### config.mk
export PLATFORM = sky130hd
export DESIGN_NAME = cache_slave_arb
export DESIGN_NICKNAME = d
export VERILOG_FILES = /design/src/rtl/cache_pkg.sv /design/src/rtl/cache_rr_pick.sv /design/src/rtl/cache_slave_arb.sv
export SDC_FILE = /design/constraint.sdc
export NUM_CORES = 1
export LEC_CHECK = 0
export ABC_AREA = 0
export CAP_MARGIN = 20
export CORE_MARGIN = 1
export CORE_UTILIZATION = 36
export CTS_CLUSTER_SIZE = 20
export DETAILED_ROUTE_END_ITERATION = 8
export PLACE_DENSITY = 0.86
export RECOVER_POWER = 50
export SLEW_MARGIN = 25
export SYNTH_ARGS = -nofsm -noshare
export SYNTH_HDL_FRONTEND = slang
export SYNTH_SLANG_ARGS = --single-unit
### constraint.sdc
create_clock -name i_clk -period 1.3 [get_ports i_clk]
set_input_delay 0.26 -clock i_clk [delete_from_list [all_inputs] [get_ports i_clk]]
set_output_delay 0.26 -clock i_clk [all_outputs]
set_load 0.01 [all_outputs]
### src/rtl/cache_pkg.sv
// Shared types and sizes for the cache slave-side arbiter.
package cache_pkg;

    typedef enum logic [1:0] {
        ARB_IDLE,
        ARB_ISSUE,
        ARB_WAIT
    } arb_state_t;

    localparam int CACHE_ADDR_W = 30;
    localparam int CACHE_DATA_W = 32;

    function automatic int idx_w(input int n);
        return (n > 1) ? $clog2(n) : 1;
    endfunction

endpackage

### src/rtl/cache_rr_pick.sv
// Round-robin picker: first set pend bit at or after rr_ptr, wrapping.
module cache_rr_pick #(
    parameter int N  = 2,
    parameter int IW = 1
) (
    input  logic [N-1:0]  pend,
    input  logic [IW-1:0] rr_ptr,
    output logic [N-1:0]  grant,
    output logic [IW-1:0] idx,
    output logic          valid
);

    logic [IW-1:0] j;

    always_comb begin
        grant = '0;
        idx   = '0;
        valid = 1'b0;
        j     = '0;
        for (int k = 0; k < N; k++) begin
            j = IW'((int'(rr_ptr) + k) % N);
            if (!valid && pend[j]) begin
                valid    = 1'b1;
                grant[j] = 1'b1;
                idx      = j;
            end
        end
    end

endmodule

### src/rtl/cache_slave_arb.sv
// Round-robin arbiter sharing one backing-memory bus among cache controllers.
// Optional WAIT-state timeout enabled by defining CACHE_ARB_TIMEOUT_EN.
module cache_slave_arb
    import cache_pkg::*;
#(
    parameter int NUM_REQ     = 2,
    parameter int ADDR_W      = CACHE_ADDR_W,
    parameter int DATA_W      = CACHE_DATA_W,
    parameter int TIMEOUT_CYC = 255
) (
    input  logic                      i_clk,
    input  logic                      i_nreset,
    input  logic [NUM_REQ-1:0]        i_req_sel,
    input  logic [NUM_REQ*ADDR_W-1:0] i_req_addr,
    output logic [DATA_W-1:0]         o_req_rdata,
    output logic [NUM_REQ-1:0]        o_req_ready,
    output logic                      o_bus_sel,
    output logic [ADDR_W-1:0]         o_bus_addr,
    input  logic [DATA_W-1:0]         i_bus_rdata,
    input  logic                      i_bus_ready,
    output logic                      o_err
);

    localparam int IW = idx_w(NUM_REQ);

    arb_state_t state, state_nxt;

    logic [NUM_REQ-1:0] pend;
    logic [NUM_REQ-1:0] grant;
    logic [NUM_REQ-1:0] owner_oh;
    logic [NUM_REQ-1:0] clr;
    logic [ADDR_W-1:0]  pend_addr [NUM_REQ];
    logic [IW-1:0]      rr_ptr;
    logic [IW-1:0]      pick_idx;
    logic [IW-1:0]      owner;
    logic               pick_vld;
    logic               done;
    logic               tmo;

    cache_rr_pick #(
        .N  (NUM_REQ),
        .IW (IW)
    ) u_pick (
        .pend   (pend),
        .rr_ptr (rr_ptr),
        .grant  (grant),
        .idx    (pick_idx),
        .valid  (pick_vld)
    );

`ifdef CACHE_ARB_TIMEOUT_EN
    localparam int TW = $clog2(TIMEOUT_CYC + 1);

    logic [TW-1:0] timer;

    always_ff @(posedge i_clk or negedge i_nreset) begin
        if (!i_nreset) begin
            timer <= '0;
        end else if (state == ARB_ISSUE) begin
            timer <= '0;
        end else if (state == ARB_WAIT) begin
            timer <= timer + TW'(1);
        end
    end

    assign tmo = (state == ARB_WAIT) && !i_bus_ready
               && (timer == TW'(TIMEOUT_CYC));
`else
    logic unused_tmo;

    assign unused_tmo = |TIMEOUT_CYC;
    assign tmo        = 1'b0;
`endif

    assign done = (state == ARB_WAIT) && (i_bus_ready || tmo);
    assign clr  = done ? owner_oh : '0;

    always_ff @(posedge i_clk or negedge i_nreset) begin
        if (!i_nreset) begin
            state <= ARB_IDLE;
        end else begin
            state <= state_nxt;
        end
    end

    always_comb begin
        state_nxt = state;
        unique case (state)
            ARB_IDLE:  if (pick_vld) state_nxt = ARB_ISSUE;
            ARB_ISSUE: state_nxt = ARB_WAIT;
            ARB_WAIT:  if (done) state_nxt = ARB_IDLE;
            default:   state_nxt = ARB_IDLE;
        endcase
    end

    always_ff @(posedge i_clk or negedge i_nreset) begin
        if (!i_nreset) begin
            owner    <= '0;
            owner_oh <= '0;
            rr_ptr   <= '0;
        end else begin
            if ((state == ARB_IDLE) && pick_vld) begin
                owner    <= pick_idx;
                owner_oh <= grant;
            end
            if (done) begin
                rr_ptr <= (owner == IW'(NUM_REQ - 1)) ? '0
                                                      : owner + IW'(1);
            end
        end
    end

    // A new pulse from the requester being completed this cycle is kept.
    always_ff @(posedge i_clk or negedge i_nreset) begin
        if (!i_nreset) begin
            pend <= '0;
            for (int i = 0; i < NUM_REQ; i++) begin
                pend_addr[i] <= '0;
            end
        end else begin
            for (int i = 0; i < NUM_REQ; i++) begin
                if (i_req_sel[i] && (!pend[i] || clr[i])) begin
                    pend[i]      <= 1'b1;
                    pend_addr[i] <= i_req_addr[i*ADDR_W +: ADDR_W];
                end else if (clr[i]) begin
                    pend[i] <= 1'b0;
                end
            end
        end
    end

    assign o_bus_sel   = (state == ARB_ISSUE);
    assign o_bus_addr  = o_bus_sel ? pend_addr[owner] : '0;
    assign o_req_ready = clr;
    assign o_req_rdata = (done && i_bus_ready) ? i_bus_rdata : '0;
    assign o_err       = tmo;

    a_no_sel_while_pend : assert property (
        @(posedge i_clk) disable iff (!i_nreset)
        (i_req_sel & pend & ~clr) == '0
    ) else $error("cache_slave_arb: request while already pending");

endmodule

==> metrics list, run 1 <==
- On the final layout, the worst hold slack is 0.511 ns.
* Number of buffers created by CTS: 9
* Sink Count: 68
- The complex-gate fraction of the synthesized area is 0.0215.
* Max Root-Sink Buffers: 2
- Final hold violation count: 0
- Critical Path End Type: flop
- Violated checks: setup timing
- After clock tree synthesis, the clock-pin slew on the worst setup and hold paths is 0.07 ns.
* Maximum vdd ir drop: 1.22 mV
- Share of the cycle needed by the critical path after routing: 1.39
* Post-synthesis share of cell area spent on full adders, half adders and majority gates: 0
- Post-Syn Nets: 360
* Place WS: -0.781 ns
- Later-pin clock latency in the skew report: 0.34 ns
- # Max-Cap Violations: 0
- Count of placed standard cells in the final layout, fillers left out: 581
- The worst setup path is launched from a flop.
- Data arrival time at the worst-slack endpoint: 2.02 ns
- Measured against the total synthesized area, the mux share comes to 0.303.
- Derived from the worst setup path, the maximum achievable clock frequency is 555 MHz.
* Area of the die: 9420 um2
- Antenna violations before repair: 0
* Vertical die dimension: 97.1 um
- Total congestion overflow: 0
- Setup repair after global routing could not meet its margin everywhere.
- In the final layout, the share of cells above drive strength 1 is 0.524.
- In this design, the stage delay of the slowest critical-path cell is 0.39 ns.
- The first TritonRoute pass finished after 4 iterations.
- The floorplan has 34 rows.
- The share of the Yosys chip area taken by registers is 0.523.
* Number of endpoints failing setup at the final stage: 125
- Cell count after synthesis: 263
- 163 I/O pins were placed.
- Total number of yosys warnings: 0
* Top-area cell type share of the netlist area: 0.523
* Antenna-violating nets left: 0
- Power per cell area: 2120 nW/um2
- Hold/Removal Path Class: reg2reg
- IO Port Bufs: 161
- The first global-routing pass estimated 15400 um of wire.
- Final net count: 565
- Clock root cell: clkbuf_8
- For this block, the initial DRC count from the detailed router was 67.
- The worst pin sits at a relative slew slack of 0.591.
- Placed Instances: 535
* Starting Density: 0.373
* Transition time at the pin with the least slew margin: 0.613 ns
- In this run the worst path has a maximum fanout of 7.
- By area the synthesized netlist is led by dfrtp_1, mux2_2, mux2i_1, and2_1, nor2_1.
- A synthesized cell averages 12.4 um2.
- Diodes inserted: 0
- Setup TNS: -54.34 ns
- Synthesis inferred 68 register bits.
- Crit path kind: reg2reg
- Xor/xnor share of the synthesized area: 0
* Via count of the first global-routing pass: 3018
* Core utilization of the finished layout: 0.710
* GRT Total Usage: 0.206
* Max stage delay cell, worst path: dfrtp_1
- Unique cell type count in the Yosys netlist: 21
* Largest net degree at the start of global routing: 69
- Slack of the critical path: -0.503 ns
- HPWL after detailed placement: 6240 um
- Depth of the CTS H-tree: 3
- For this run, design rule violations remaining after detail routing come to 0.
- For this block, the routed nets add up to 10200 um of wire.
- Cell area after technology mapping: 3250 um2
- Outcome: finished, violations left
- Of the total synthesized cell area, the portion taken by AND, OR, NAND and NOR gates is 0.112.
- Series of cell instances along the critical path: buf_6 > nand4b_1 > buf_4 > a21boi_4 > buf_6 > clkbuf_16 > mux2_4
* Total via count in the routed design: 2822
* GP Congestion: 0.733
- Post-synthesis to final-layout area growth: 90.3%
* Time the worst path needs with I/O delays and setup: 1.80 ns
* DR WL/cell: 17.6 um
- The floorplan step set the die width to 97.1 um.
* Biggest area consumer among synthesized cells: dfrtp_1
- The most numerous cell type found on the critical path is buf_6.
- Main combinational cell family by area after synthesis: multiplexers
- At the worst endpoint, the required time is 1.52 ns.
- For this design the static power due to leakage is 2.86 nW.
* Drt via density: 4.86
- TritonCTS built the clock tree.
- Across the routed clock network, the largest skew measured is 0.0122 ns.
* Placeable core area: 8720 um2
* Pins over their slew limit: 0
[cell type report]
type	count	area, um2
fill	616	2530
timing repair buffer	211	2240
multi-input combinational	172	1880
sequential	68	1700
clock buffer	12	145
tap	108	135
clock inverter	4	72.6
inverter	6	22.5
[layout by cell type (no fill, tap or decap), types with 2 or more instances in the layout]
master / count
mux2_1: 2
inv_2: 2
nand2b_4: 2
inv_1: 4
buf_8: 6
nor2_1: 16
mux2_2: 11
bufinv_16: 2
nor2_4: 8
o21ai_0: 2
buf_4: 11
clkdlybuf4s50_1: 95
clkbuf_8: 10
mux2i_1: 19
clkbuf_16: 4
buf_16: 2
mux2i_4: 6
and2_4: 27
and2_1: 6
mux2i_2: 6
buf_6: 52
o21a_1: 3
buf_2: 28
a21o_1: 2
mux2_4: 47
a21boi_4: 2
nor2_2: 8
dfrtp_1: 67
buf_12: 11
nand4b_1: 2
clkbuf_1: 3
[sequential cells by signal (all words and copies together), names as in the netlist]
name,flops
owner_oh,2
rr_ptr,1
owner,1
pend_addr,60
state,2
pend,2
[metrics by stage]
step                total power (W)  cell area, um2
floorplan                   0.00657            3360
global placement            0.00864            5220
detailed placement          0.00884            5220
CTS                          0.0116            5640
global route                 0.0138            6190
finish                       0.0131            6190
[path summary, 6_finish.rpt]
check / to / cells past startpoint / slack [ns] / from
worst min-delay path: pend_addr[54] / 1 / 0.51 / pend_addr[54]
worst min register to register: pend_addr[54] / 1 / 0.51 / pend_addr[54]
min in group asynchronous: pend_addr[34] / 3 / 0.57 / i_nreset
max in group asynchronous: owner / 3 / 0.27 / i_nreset
worst max register to register: pend_addr[20] / 7 / -0.50 / state[0]
worst max-delay path: pend_addr[20] / 7 / -0.50 / state[0]
[timing repair]
action / 4_1_cts / 5_1_grt
gates resized for setup: 326 / 107
pin swaps: 7 / 25
endpoints found under the setup margin: 125 / 126
cloned: 3 / 4
endpoints found under the hold margin: 68 / 0
hold buffers: 1 / 0
buffers inserted: 19 / 6
[logic make-up (layout without fill, tap and decap cells)]
family / count (synthesis) / after routing
multiplexers: 91 / 91
AND/OR/NAND/NOR: 71 / 71
flip-flops: 68 / 68
buffers and inverters: 23 / 233
AO/OA/AOI/OAI: 9 / 9
other: 1 / 1
[power breakdown]
part,internal (W),switching [W]
Sequential,0.00317,0.000772
Combinational,0.00459,0.00268
Clock,0.00113,0.000783
Total,0.00889,0.00424
[metal layers]
metal | track usage | up-vias | part of all wire | routed length (um)
li1 | - | 1297 | - | -
met5 | 0 | - | 0 | 0
met4 | 0.0586 | 0 | 0.013 | 129
met1 | 0.235 | 1414 | 0.41 | 4200
met2 | 0.375 | 100 | 0.52 | 5360
met3 | 0.0583 | 11 | 0.052 | 533
[synthesized netlist by cell type]
cell and count:
nand2b_1 2, a21o_1 2, mux2_1 5, clkbuf_1 4, inv_1 6, o21a_1 3
o21ai_0 2, mux2i_1 31, dfrtp_1 68, buf_2 3, buf_6 3, and2_1 33
mux2_2 55, conb_1 1, nand2_1 1, buf_4 4, a21boi_2 2, buf_1 3
nand3_1 1, nand4b_1 2, nor2_1 32
[critical path, delay by kind of cell, from the launching register on]
kind                   cells  cell delay, ns
AND/OR/NAND/NOR            1            0.20
multiplexers               1            0.30
buffers and inverters      4            0.63
flip-flops                 1            0.39
AO/OA/AOI/OAI              1            0.17
Power figures use the tool's default switching activity.
==> run 2, diff against run 1 <==
Settings changed: ABC_CLOCK_PERIOD_IN_PS set to 1300, GPL_TIMING_DRIVEN set to 0.
==> run 2 against run 1 <==
The run still ends with setup timing left. Critical path depth unchanged. Fmax down 0.33%. Worst setup slack worse by 0.0059 ns. Via count up 0.43%. Utilization up 1.7 points. Sequential cell count unchanged. Wire length up 2.6%. Sequential share of layout area down 0.64 points. Largest cell class unchanged.
==> metrics list, run 2 (synthesized netlist as in run 1, its figures left out) <==
- Outcome: finished, violations left
- The final reports fail on setup timing.
- The maximum number of pins on one net before global-route repair was 45 (-35%).
* Hold/Removal Path Class: in2async
* Sink Count: 68 (unchanged)
- Placeable core area: 8720 um2 (unchanged)
- # Max-Cap Violations: 0 (unchanged)
- The detail-routed via count per cell is 4.85 (about the same).
- The maximum cell stage delay along the critical path is 0.41 ns (+0.02 ns).
- GRT Total Usage: 0.202 (-0.00414)
- The number of buffers between clock root and the deepest sink was 2 (unchanged).
* Later-pin clock latency in the skew report: 0.34 ns (about the same)
- The minimum period implied by the final worst setup slack is 1.81 ns (+0.00589 ns).
- The via count of the first global-routing pass was 3021 (+0.099%).
- pend_addr holds more flip-flops than any other register.
- Launch point of the worst reg-to-reg path: state[0]
- The biggest fanout along the worst timing path came to 6 (-1).
- The combined flip-flop and latch cell area came to 1700 um2 (about the same).
* Clock tree from TritonCTS: yes
- The maximum resistive drop on vdd is 1.49 mV (+22%).
- Critical path origin: state[0]
* Total leakage power: 2.93 nW (+2.4%)
- The headroom to the max-slew limit was 0.555 (-0.0367).
* Max stage delay cell, worst path: dfrtp_1
- The worst setup path is captured at a flop.
- The DRC violation count after routing came to 0 (unchanged).
- The number of vias in the routed layout came to 2834 (+0.43%).
- Most common cell after layout, fill and taps aside: clkdlybuf4s50_1
- Fillcell total: 585 (-5.0%)
- The total area of multi-input combinational cells came to 1950 um2 (+3.8%).
- Required time of the worst setup path: 1.53 ns (about the same)
- Bufs and invs on worst path: 4 (unchanged)
* Max Clk Rate: 553 MHz (-0.33%)
* Slack of the critical path: -0.509 ns (-0.00589 ns)
- The starting utilization of the core area is 0.373 (unchanged).
* IO Port Bufs: 161 (unchanged)
- Place WS: -0.913 ns (-0.132 ns)
- Kind of start point of the critical path: flop
* Final hold violation count: 0 (unchanged)
- Share of the cycle needed by the critical path after routing: 1.39 (+0.00453)
- The final HPWL from detailed placement was 6350 um (+1.8%).
- Post-synthesis to final-layout area growth: 95.0%
- Area of the die: 9420 um2 (unchanged)
- The number of buffers created by CTS is 9 (unchanged).
- The worst-margin pin slew came to 0.668 ns (+0.0551 ns).
- The number of primary I/O pins came to 163 (unchanged).
- Antenna violations before repair: 0 (unchanged)
- The number of flip-flops under the largest register name was 60 (unchanged).
- The clock transition at the registers of the reported paths came to 0.08 ns (about the same).
- Antenna-violating nets left: 0 (unchanged)
* Post-detailed-routing wire length: 10500 um (+2.6%)
- Depth of the CTS H-tree: 3 (unchanged)
- Clock tree synthesis selected as its root buffer the cell clkbuf_8.
- DR pass1 iterations: 4 (unchanged)
* Pins over their slew limit: 0 (unchanged)
* Drt first-iter violations: 60 (-10%)
- Data arrival time at the worst-slack endpoint: 2.04 ns (+0.02 ns)
- The final clock skew is 0.00891 ns (-0.00331 ns).
- The final count of negative-setup-slack endpoints was 126 (+0.80%).
- Power per cell area: 2120 nW/um2 (-0.22%)
* Crit path kind: reg2reg
- Setup repair after global routing could not meet its margin everywhere.
- Final net count: 568 (+0.53%)
- The leftover overflow at the end of global routing was 0 (unchanged).
- The die boundary height came to 97.1 um (unchanged).
- Count of placed standard cells in the final layout, fillers left out: 584 (+0.52%)
- The final weighted congestion in routability-driven placement came to 0.778 (+6.1%).
* Site row count: 34 (unchanged)
- DR WL/cell: 18.0 um (+2.1%)
- Series of cell instances along the critical path: buf_6 > nand4b_1 > buf_4 > a21boi_4 > buf_12 > clkbuf_16 > mux2_4
- The number of cells after detailed placement was 533 (-0.37%).
- In the layout the commonest cells are clkdlybuf4s50_1, dfrtp_1, mux2_4, buf_6, buf_2.
- Setup TNS: -55.15 ns (-0.804 ns)
- Worst reg2reg setup slack: -0.51 ns (about the same)
- The power after layout is 0.0134 W (+2.2%).
- Category of cells accounting for the largest share of critical-path delay: buffers and inverters
- Die Width: 97.1 um (unchanged)
- The final antenna diode count was 0 (unchanged).
- Fraction of layout cells with a size suffix above 1: 0.550 (+0.0261)
* First-pass GRT wire length: 15100 um (-1.8%)
[run 2: cell types whose count changed in the layout (fill, tap and decap cells not counted), moves of 3 or more]
cell,delta
and2_1,+3
and2_4,-3
buf_4,-3
buf_6,-4
buf_8,+3
clkbuf_16,+4
mux2_2,-11
mux2_4,+13
nor2_1,-7
nor2_2,+7
[run 2: area by class of cell]
type / count / area share
well taps: 108 / 0.0213
plain buffers: 13 / 0.0335
flip-flops and latches: 68 / 0.269
repair buffers: 201 / 0.335
inverters: 6 / 0.00394
clock buffers: 10 / 0.0201
clock inverters: 6 / 0.0101
multi-input cells: 172 / 0.307
[run 2: per-layer routing]
| layer | global-route usage | wire, um |
|---|---|---|
| met1 | 0.226 | 4210 |
| met2 | 0.373 | 5520 |
| met3 | 0.0511 | 590 |
| met4 | 0.0654 | 162 |
| met5 | 0 | 0 |
[run 2: final timing paths]
kind | cells past startpoint | to
setup / recovery | 7 | pend_addr[1]
hold / removal | 2 | pend_addr[48]
setup reg to reg | 7 | pend_addr[1]
hold reg to reg | 1 | pend_addr[41]
max in group asynchronous | 3 | state[1]
min in group i_clk | 1 | pend_addr[41]
[run 2: worst register-to-register path: stages (launching register included)]
cell and delay (ns):
dfrtp_1 0.41, buf_6 0.14, nand4b_1 0.18, buf_4 0.17, a21boi_4 0.17, buf_12 0.16, clkbuf_16 0.17, mux2_4 0.30
[run 2: stage by stage]
step	hold WS, ns	cell area (um2)	util
global placement	0.469	5100	0.585
finish	0.479	6340	0.728
detailed placement	0.190	5120	0.587
global route	0.510	6340	0.728
CTS	0.369	5530	0.634
floorplan	-0.0356	3360	-
[run 2: repair_timing]
| action | in CTS | in global routing |
|---|---|---|
| setup buffers | 18 | 8 |
| pin swaps | 15 | 18 |
| setup endpoints to repair | 125 | 127 |
| hold buffers | 1 | 0 |
| gates resized for setup | 340 | 143 |
| cloned | 5 | 10 |
| hold endpoints to repair | 24 | 0 |
[run 2: power breakdown]
part	leakage [nW]	internal, W	switching (W)
Clock	0.0927	0.000886	0.000828
Combinational	2.02	0.00488	0.00283
Sequential	0.812	0.00317	0.000819
==> run 3, diff against run 2 <==
Settings changed: CORE_ASPECT_RATIO set to 1.75.
==> run 3 against run 2 <==
The flow still finishes with violations (setup timing). Worst hold slack lost 0.079 ns. Final cell count up 3.1%. Clock-buffer cell count rose by 5. Design area is 5.4% higher. Largest cell class unchanged.
==> metrics list, run 3 (synthesized netlist as in run 1, its figures left out) <==
* Clock-pin slew reported for the worst setup and hold paths after clock tree synthesis: 0.05 ns (-0.03 ns)
* Crit path to: o_req_rdata[2]
- The library cells used most frequently in the layout, excluding fill and tap cells, are clkdlybuf4s50_1, buf_6, dfrtp_1, mux2_4, and2_4.
- Register with the highest flop count: pend_addr
- The total of max-cap violations was 0 (unchanged).
- Highest net fanout along the worst path: 4 (-2)
* HPWL after detailed placement: 6910 um (+8.8%)
- The root buffer cell chosen for the clock tree is clkbuf_16.
- Post-detailed-routing wire length: 13100 um (+25%)
- The number of primary I/O pins came to 163 (unchanged).
- Pins over their slew limit: 0 (unchanged)
* Drt first-iter violations: 92 (+53%)
- The library cell used most frequently in the layout, excluding fill and tap cells, is clkdlybuf4s50_1.
* GP Congestion: 0.824 (+5.9%)
* Kind of start point of the critical path: flop
* Post-route DRC: 0 (unchanged)
* Site row count: 45 (+32%)
* Slack of the critical path: -0.599 ns (-0.0900 ns)
- Depth of the CTS H-tree: 3 (unchanged)
- Diodes inserted: 0 (unchanged)
- The post-route clock period utilization came to 1.46 (+0.0692).
- First-pass GRT wire length: 17100 um (+13%)
- In this run the critical register-to-register path is captured at pend_addr[16].
- Final net count: 577 (+1.6%)
* Die Width: 73.9 um (-24%)
- Area of the die: 9440 um2 (+0.15%)
- Data arrival time at the worst-slack endpoint: 1.64 ns (-0.40 ns)
- The path depth of the worst reg2reg path is 7 (unchanged).
- The area of the core region came to 8730 um2 (about the same).
- The flow ran to the end, but the final reports show violations.
- Setup repair after global routing could not meet its margin everywhere.
* Core utilization of the finished layout: 0.766 (+0.0389)
* Via count of the first global-routing pass: 3215 (+6.4%)
- Hold/Removal Path Class: in2async
* Antenna violations before repair: 0 (unchanged)
* Final hold violation count: 0 (unchanged)
* Placed Instances: 542 (+1.7%)
- The starting utilization of the core area is 0.373 (about the same).
- Post-synthesis to final-layout area growth: 106%
- TritonCTS built the clock tree.
- DR WL/cell: 21.8 um (+21%)
- The count of input and output buffers is 161 (unchanged).
* DR pass1 iterations: 5 (+1)
- The final count of negative-setup-slack endpoints is 125 (-0.79%).
- Critical path origin: state[0]
- Max Root-Sink Buffers: 2 (unchanged)
- The residual antenna-violating net count after detailed routing was 0 (unchanged).
- The final setup TNS is -58.13 ns (-2.99 ns).
* Later-pin clock latency in the skew report: 0.33 ns (about the same)
- The clock net sink count was 68 (unchanged).
* Launch point of the worst reg-to-reg path: state[0]
- Total via count in the routed design: 3013 (+6.3%)
- Worst reg2reg setup slack: -0.55 ns (-0.04 ns)
* Worst setup skew after layout: 0.00476 ns (-0.00415 ns)
- Fraction of layout cells with a size suffix above 1: 0.579 (+0.0290)
- Count of placed standard cells in the final layout, fillers left out: 602 (+3.1%)
- The number of flip-flops under the largest register name is 60 (unchanged).
- The maximum clock frequency came to 527 MHz (-4.7%).
* Drt via density: 5.00 (+3.1%)
* Violated checks: setup timing
- Place WS: -0.973 ns (-0.0608 ns)
* Largest net degree at the start of global routing: 54 (+20%)
* Maximum vdd ir drop: 1.19 mV (-20%)
- The leftover overflow at the end of global routing came to 0 (unchanged).
- GRT Total Usage: 0.255 (+0.0526)
- Crit path kind: reg2out
* Time the worst path needs with I/O delays and setup: 1.90 ns (+0.0900 ns)
- STA classifies the critical path endpoint as an output pin.
- Power per cell area: 2240 nW/um2 (+6.1%)
- The die boundary height is 128 um (+32%).
* Number of buffers created by CTS: 9 (unchanged)
* Required time of the worst setup path: 1.04 ns (-0.49 ns)
- The static leakage is 3.01 nW (+2.8%).
[run 3: changes by cell type in the layout (fill, tap and decap cells not counted), moves of 8 or more]
cell	delta
buf_6	+29
and2_4	+8
nor2_2	-13
buf_2	-17
and2_1	-8
nor2_4	+11
[run 3: through the flow]
stage	instance area (um2)	total power, W	hold WS (ns)
finish	6690	0.0150	0.400
CTS	6280	0.0133	0.336
floorplan	3360	0.00657	-0.0356
global placement	5110	0.00843	0.468
detailed placement	5140	0.00862	0.142
global route	6690	0.0156	0.441
[run 3: area by class of cell]
| cell class | count | area [um2] |
|---|---|---|
| clock inverter | 1 | 5.00 |
| tap | 117 | 146 |
| multi-input combinational | 173 | 2070 |
| clock buffer | 15 | 278 |
| inverter | 6 | 25.0 |
| buffer | 11 | 173 |
| fill | 509 | 2040 |
| sequential | 68 | 1700 |
| timing repair buffer | 211 | 2290 |
[run 3: worst min-delay path by stage]
stage / from / to
floorplan: i_nreset / owner
global placement: pend_addr[50] / pend_addr[50]
detailed placement: i_nreset / pend_addr[2]
CTS: i_nreset / pend_addr[2]
global route: i_nreset / pend_addr[8]
finish: i_nreset / pend_addr[31]
[run 3: timing repair]
item | CTS | global route
buffers inserted | 33 | 11
setup endpoints to repair | 125 | 126
pin swaps | 40 | 28
hold endpoints to repair | 15 | 0
hold buffers | 1 | 0
resized for setup | 416 | 136
gates cloned | 14 | 1
[run 3: metal layers]
metal	GRT usage	up-vias	share of wire
met5	0	-	0
met4	0.176	0	0.055
met3	0.0715	41	0.068
met2	0.463	151	0.55
met1	0.234	1497	0.33
li1	-	1324	-
[run 3: where the power goes]
part           internal (W)  switching [W]  total (W)
registers           0.00318       0.000904    0.00408
clock network       0.00145       0.000851    0.00230
logic               0.00534        0.00329    0.00863
total               0.00996        0.00505     0.0150
[run 3: worst max-delay path, cell delays in order, from the launching register on]
cell and delay, ns:
dfrtp_1 0.41, nand2b_4 0.18, buf_12 0.13, nor2_4 0.15
buf_8 0.13, buf_6 0.09, and2_4 0.13, buf_6 0.09
